`config.mk`:
```
export PLATFORM = sky130hd
export DESIGN_NAME = microwave_cook_sequencer
export DESIGN_NICKNAME = d
export VERILOG_FILES = /design/src/rtl/microwave_cook_sequencer.sv
export SDC_FILE = /design/constraint.sdc
export NUM_CORES = 1
export LEC_CHECK = 0
export CAP_MARGIN = 20
export CORE_MARGIN = 2
export CORE_UTILIZATION = 42
export CTS_BUF_LIST = sky130_fd_sc_hd__clkbuf_4 sky130_fd_sc_hd__clkbuf_8
export DETAILED_ROUTE_END_ITERATION = 12
export PLACE_DENSITY = 0.68
export RECOVER_POWER = 25
export REMOVE_ABC_BUFFERS = 1
export SETUP_SLACK_MARGIN = 0.4
export SLEW_MARGIN = 10
export SYNTH_ARGS = -nofsm -noshare
export SYNTH_HDL_FRONTEND = slang
export SYNTH_SLANG_ARGS = --single-unit
```
`constraint.sdc`:
```
create_clock -name clk -period 2.8 [get_ports clk]
set_input_delay 0.42 -clock clk [delete_from_list [all_inputs] [get_ports clk]]
set_output_delay 0.42 -clock clk [all_outputs]
set_load 0.01 [all_outputs]
```
`src/rtl/microwave_cook_sequencer.sv`:
```
// Microwave cooking sequencer: button/door handling, 1 s countdown, buzzer, lamp and motor mode.
// Optional MWAVE_AUTO_RESUME_EN: closing the door resumes a cook that the door paused.
module microwave_cook_sequencer #(
    parameter int unsigned CLK_FREQ = 100_000_000,
    parameter int unsigned ADD_SEC  = 30,
    parameter int unsigned MAX_SEC  = 999,
    parameter int unsigned BUZZ_SEC = 3
) (
    input  logic       clk,
    input  logic       reset,
    input  logic       btn_start,
    input  logic       btn_stop,
    input  logic       btn_add,
    input  logic       door_open,
    output logic [2:0] mode,
    output logic [9:0] remain_sec,
    output logic       buzzer,
    output logic       lamp
);

    localparam int unsigned PW = (CLK_FREQ > 1) ? $clog2(CLK_FREQ) : 1;
    localparam int unsigned BW = (BUZZ_SEC > 1) ? $clog2(BUZZ_SEC + 1) : 1;
    localparam logic [PW-1:0] PRESC_LAST = PW'(CLK_FREQ - 1);
    localparam logic [BW-1:0] BUZZ_LAST  = BW'(BUZZ_SEC - 1);

    typedef enum logic [2:0] {
        ST_IDLE   = 3'b000,
        ST_SET    = 3'b001,
        ST_RUN    = 3'b010,
        ST_STOP   = 3'b011,
        ST_FINISH = 3'b100
    } state_t;

    state_t        r_state;
    logic [PW-1:0] r_presc;
    logic [BW-1:0] r_buzz;
    logic [9:0]    r_remain;
    logic          r_buzzer;
    logic          r_lamp;

    logic          w_tick;
    logic [10:0]   w_sum;
    logic [9:0]    w_add;
    logic          w_door_close;

    assign w_tick = (r_presc == PRESC_LAST);
    assign w_sum  = 11'(r_remain) + 11'(ADD_SEC);
    assign w_add  = (w_sum > 11'(MAX_SEC)) ? 10'(MAX_SEC) : w_sum[9:0];

`ifdef MWAVE_AUTO_RESUME_EN
    logic r_door_q;
    logic r_door_flag;
    assign w_door_close = r_door_flag & r_door_q & ~door_open;
`else
    assign w_door_close = 1'b0;
`endif

    // Lamp and buzzer default to their "not RUN / not FINISH" values; branches
    // that land in RUN or stay in FINISH override them.
    always_ff @(posedge clk or posedge reset) begin
        if (reset) begin
            r_state  <= ST_IDLE;
            r_presc  <= '0;
            r_buzz   <= '0;
            r_remain <= '0;
            r_buzzer <= 1'b0;
            r_lamp   <= 1'b0;
`ifdef MWAVE_AUTO_RESUME_EN
            r_door_q    <= 1'b0;
            r_door_flag <= 1'b0;
`endif
        end else begin
            r_lamp   <= door_open;
            r_buzzer <= 1'b0;
`ifdef MWAVE_AUTO_RESUME_EN
            r_door_q <= door_open;
`endif
            case (r_state)
                ST_IDLE: begin
                    if (btn_add) begin
                        r_state  <= ST_SET;
                        r_remain <= w_add;
                    end
                end

                ST_SET: begin
                    if (btn_stop) begin
                        r_state  <= ST_IDLE;
                        r_remain <= '0;
                    end else if (btn_start && !door_open) begin
                        r_state <= ST_RUN;
                        r_presc <= '0;
                        r_lamp  <= 1'b1;
                    end else if (btn_add) begin
                        r_remain <= w_add;
                    end
                end

                ST_RUN: begin
                    if (btn_stop || door_open) begin
                        r_state <= ST_STOP;
`ifdef MWAVE_AUTO_RESUME_EN
                        r_door_flag <= ~btn_stop;
`endif
                    end else if (w_tick && (r_remain <= 10'd1)) begin
                        r_state  <= ST_FINISH;
                        r_remain <= '0;
                        r_presc  <= '0;
                        r_buzz   <= '0;
                        r_buzzer <= 1'b1;
                    end else begin
                        r_lamp <= 1'b1;
                        if (w_tick) begin
                            r_presc  <= '0;
                            r_remain <= r_remain - 10'd1;
                        end else begin
                            r_presc <= r_presc + 1'b1;
                            if (btn_add) begin
                                r_remain <= w_add;
                            end
                        end
                    end
                end

                // Prescaler is left untouched here so a resume finishes the partial second.
                ST_STOP: begin
                    if (btn_stop) begin
                        r_state  <= ST_IDLE;
                        r_remain <= '0;
`ifdef MWAVE_AUTO_RESUME_EN
                        r_door_flag <= 1'b0;
`endif
                    end else if ((btn_start && !door_open) || w_door_close) begin
                        r_state <= ST_RUN;
                        r_lamp  <= 1'b1;
`ifdef MWAVE_AUTO_RESUME_EN
                        r_door_flag <= 1'b0;
`endif
                    end else if (btn_add) begin
                        r_remain <= w_add;
                    end
                end

                ST_FINISH: begin
                    if (btn_stop || door_open || (w_tick && (r_buzz == BUZZ_LAST))) begin
                        r_state <= ST_IDLE;
                        r_presc <= '0;
                        r_buzz  <= '0;
                    end else begin
                        r_buzzer <= 1'b1;
                        if (w_tick) begin
                            r_presc <= '0;
                            r_buzz  <= r_buzz + 1'b1;
                        end else begin
                            r_presc <= r_presc + 1'b1;
                        end
                    end
                end

                default: begin
                    r_state  <= ST_IDLE;
                    r_remain <= '0;
                    r_presc  <= '0;
                    r_buzz   <= '0;
                end
            endcase
        end
    end

    assign mode       = r_state;
    assign remain_sec = r_remain;
    assign buzzer     = r_buzzer;
    assign lamp       = r_lamp;

endmodule

```
Word-level counts from Yosys, hierarchy flattened. Cells that the tools add are included. Widths: inputs -> output; s select.

Bits of input ports: 6. Word-level logic and storage cells: 81. Flip-flop bits (word level): 44.

Multiplexer cells: 36. Magnitude comparators: 2. Bitwise logic cells: 3. Eq/ne operators: 16. Add/sub/neg operators: 4. Reductions and logical operators: 14.

Operators with widths (number): $mux 27 (6); $pmux 27 s4 (1); $mux 10 (7); $pmux 10 s4 (1); $add 27x1->27 const B (1); $eq 27x27->1 const B (1); $mux 3 (6); $ne 2x2->1 const B (6); $pmux 3 s4 (1); $reduce_and 4->1 (3); $add 10x5->11 const B (1); $gt 11x10->1 const B (1); $le 10x1->1 const B (1); $sub 10x1->10 const B (1); $ne 3x3->1 const B (3); $mux 2 (4); $mux 1 (7); $eq 3x2->1 const B (2); $pmux 2 s3 (1); $pmux 1 s2 (2); $reduce_or 2->1 (2); $eq 3x1->1 const B (1); $eq 3x3->1 const B (1); $logic_and 1x1->1 (3); other kinds (9) (12).

Longest topological paths before layout.
Word-level depth: 8. Gate-level depth with buffers: 9. Mapped depth without buffers: 8.

Worst setup path after synthesis. OpenSTA, ideal clock, no wires.

Path kind: register -> register. From: reg r_remain[2] (netlist: remain_sec[2]). To: reg r_remain[7] (netlist: remain_sec[7]). Setup slack: 306 ps. Stages on the path, launching flop included: 10. Period minus slack after synthesis: 2494 ps. Arrival: 2370 ps. Cells stage by stage: dfrtp_1 -> buf_2 -> inv_1 -> ha_1 -> or3b_1 -> and3_1 -> a211o_1 -> a31o_2 -> o21ba_1 -> a211o_1.

Longest elaborated chain between the ends: 8.

Ends and longest elaborated chain: from (decl) (RTL line 37) `logic [9:0] r_remain;`; from (signal assigned) (RTL line 82) `r_remain <= w_add;`; from (signal assigned) (RTL line 95) `r_remain <= w_add;`; from (signal assigned) (RTL line 115) `r_remain <= r_remain - 10'd1;`; $add 10x5->11 (RTL line 47) `assign w_sum = 11'(r_remain) + 11'(ADD_SEC);`; $gt 11x10->1 (RTL line 48) `assign w_add = (w_sum > 11'(MAX_SEC)) ? 10'(MAX_SEC) : w_sum[9:0];`; $mux 10 (RTL line 48); $mux 10; $mux 10 (RTL line 113) `if (w_tick) begin`; $mux 10 (RTL line 105) `end else if (w_tick && (r_remain <= 10'd1)) begin`; $mux 10 (RTL line 100) `if (btn_stop || door_open) begin`; $pmux 10 s4 (*) (RTL line 78) `case (r_state)`.

Every way passes the cells marked *; elsewhere a longest branch is shown, timed or not. The select of a mux whose other input is x is not followed. A chain may end at the register's enable or synchronous reset.

Final worst setup path.
From: reg r_remain[2] (netlist: remain_sec[2]). To: reg r_remain[0] (netlist: remain_sec[0]).

Same word-level chain as after synthesis.

==> flow_summary_export.csv <==
group,metric,value,unit
run_status,status,"completed",
sta,rsz0062_at_grt,"true",
sta,drv_slew,0,
pwr,power_density,829,nW/µm²
synth,yosysTopAreaCellShare,33.3,%
place,place_area,3710,µm²
clock_tree,cts-htree-levels,2,
routing,detail_route.wirelength,9200,µm
sta,tightestPinTransition,0.727,ns
global_routing,grt_pass1_wl,15100,µm
synth,ys_ff_latch,44,
layout,nNetsFinal,456,
clock_tree,cts_tree,"yes",
place,dp_hpwl,6620,µm
worst_hold_path,whs_path_depth,2,
layout,diodes,0,
place,placedCellCount,528,
sta,skew,0.00623,ns
synth,synth_largest_area_cell,"dfrtp_1",
setup_path,r2r_setup_slack,0.39,ns
layout,layout_common_cells,"nor2_1 (57), dfrtp_1 (43), nand2_1 (36)",
setup_path,reg2reg_depth,7,
synth,synth_top_family_by_area,"simple AND/OR/NAND/NOR gates",
synth,synth_area_per_cell,8.21,µm²
synth,synth-xor-area-share,7.43,%
clock_tree,clkSinkCount,44,
setup_path,critical_path.startpoint,"remain_sec[2]$_DFFE_PP0P_",
worst_hold_path,hold_start,"r_presc[1]$_DFFE_PP0P_",
layout,final_cells,547,
synth,yosysUniqueCellTypes,72,
layout,area_growth,21.9,%
floorplan,dieArea,8590,µm²
floorplan,coreArea,7690,µm²
setup_path,cp.arrival,2.57,ns
setup_path,worst_setup_path_start_kind,"register",
synth,ys_seq_area_share,33.3,%
synth,syn_inst,402,
place,gp_congestion,0.968,
clock_tree,cts_hold_buf,0,
routing,route.detailed.drc,0,
layout,design_area,4030,µm²
synth,ys.flop_type,"dfrtp_1",
routing,drt-pass1-iter-count,4,
synth,synthSimpleGateAreaFrac,30.6,%
routing,wl_per_cell,16.8,µm
sta,slew-limit-headroom,51.4,%
setup_path,critical_path_required,2.97,ns
synth,netlist_area,3300,µm²
sta,clock.fmax,416,MHz
synth,synth_adder_area_share,2.27,%
floorplan,die_w,92.7,µm
layout,mostFrequentLayoutCell,"nor2_1",
sta,hold_viol_final,0,
pwr,peakVddDrop,0.330,mV
worst_hold_path,min_path_type,"register to register",
setup_path,crit_path_end_kind,"register",
place,pre_cts_slack,0.285,ns
global_routing,grt_use_total,21.9,%
synth,yosys-top-cells-area,"dfrtp_1 (33%), nor2_1 (6.6%), xnor2_1 (5.3%)",
sta,setup_viol,0,
clock_tree,clk_pin_slew,0.09,ns
floorplan,rows,32,
sta,layout_setup_ws,0.395,ns
global_routing,grt_pass1_vias,3038,
clock_tree,root_buffer,"clkbuf_8",
clock_tree,insertion_delay,0.30,ns
sta,finalSetupTns,0,ns
sta,fin_crit_sh,85.9,%
synth,synth_compound_area_share,19.8,%
global_routing,grt_overflow,0,
place,port_buffers,20,
worst_hold_path,min_to,"r_presc[1]$_DFFE_PP0P_",
clock_tree,numCtsBuffers,5,
synth,synthArstFlopShare,100,%
flow_run,cap_viol_max_count,0,
floorplan,num_io_pins,21,
floorplan,dieHeight,92.7,µm
synth,synthMuxAreaShare,1.93,%
global_routing,grt_max_degree,24,
setup_path,critPathKind,"register to register",
setup_path,rr_startpoint,"remain_sec[2]$_DFFE_PP0P_",
routing,drtAntennaViolNets,0,
routing,drtIter0Drc,224,
sta,fin_crit,2.41,ns
setup_path,reg2reg_to,"remain_sec[0]$_DFFE_PP0P_",
synth,ys_warn_count,0,
floorplan,initial_core_util,43.0,%
global_routing,antenna_found_initial,0,
pwr,power_leakage,1.61,nW
layout,layout-drive-gt1-share,16.9,%
synth,synth_edf_count,0,
setup_path,crit_fanout,5,
routing,routed_via_density,5.95,
clock_tree,cts_buffer_depth,2,
routing,via_count,3255,
layer usage:
layer	routed length (µm)	share of wire, %	track usage, %
met3	540	5.9	2.93
met5	0	0	0
met2	4370	47	36.1
met1	4040	44	29.7
met4	250	2.7	7.23
synthesized netlist by cell type, types with 5 or more instances:
master,n
xor2_1,8
nand4_1,10
ha_1,6
o221ai_1,6
nor4_1,7
nor3_1,11
and4_1,5
o21ai_1,5
nand3_1,17
nor2_1,58
xnor2_1,20
clkbuf_1,10
dfrtp_1,44
nand2_1,37
o21ai_0,18
a21oi_1,17
nand2b_1,5
buf_2,7
inv_1,16
critical path, stage by stage (launching register included):
cell and delay [ns]:
dfrtp_1 0.42, buf_6 0.15, or4_4 0.60, or3_4 0.40, a2111oi_4 0.29, o21ai_1 0.14
a21oi_1 0.18, a311oi_1 0.08
stage by stage:
stage	util [%]	total power [mW]	hold slack, ns
2_1_floorplan	-	2.02	0.457
3_3_place_gp	48.3	2.60	0.474
3_5_place_dp	48.3	2.62	0.489
4_1_cts	49.7	3.07	0.441
5_1_grt	52.4	3.56	0.554
6_report	52.4	3.34	0.505
final cells by class:
class | instances | area (µm²)
sequential | 44 | 1100
inverter | 17 | 66.3
tap | 102 | 128
clock inverter | 2 | 15.0
fill | 753 | 3660
multi-input combinational | 322 | 2170
timing repair buffer | 54 | 457
clock buffer | 6 | 82.6
where the power goes:
| part | internal, mW | switching, mW |
|---|---|---|
| registers | 0.758 | 0.198 |
| clock network | 0.200 | 0.231 |
| logic | 0.883 | 1.07 |
cells by family after synthesis:
family,after synthesis
AND/OR/NAND/NOR,189
multiplexers,6
buffers and inverters,36
XOR/XNOR,28
adder cells (fa/ha/maj),6
AO/OA/AOI/OAI,93
flip-flops,44
worst max path at each step:
stage                                endpoint  slack, ns
floorplan             r_presc[10]$_DFFE_PP0P_       0.30
global placement    remain_sec[0]$_DFFE_PP0P_       0.25
detailed placement  remain_sec[0]$_DFFE_PP0P_       0.28
CTS                     r_buzz[1]$_DFFE_PP0P_       0.37
global route        remain_sec[0]$_DFFE_PP0P_       0.33
finish              remain_sec[0]$_DFFE_PP0P_       0.39
sequential cells by signal, indices dropped and copies added (netlist names):
signal / flops
r_presc: 27
lamp: 1
r_buzz: 2
remain_sec: 10
mode: 3
buzzer: 1
what timing repair did:
action / in CTS / in global routing
pin swaps: 0 / 11
buffers inserted: 0 / 10
gates resized for setup: 4 / 25
cloned: 0 / 1
endpoints found under the setup margin: 7 / 36
No activity file was read; power rests on OpenSTA's default activity.
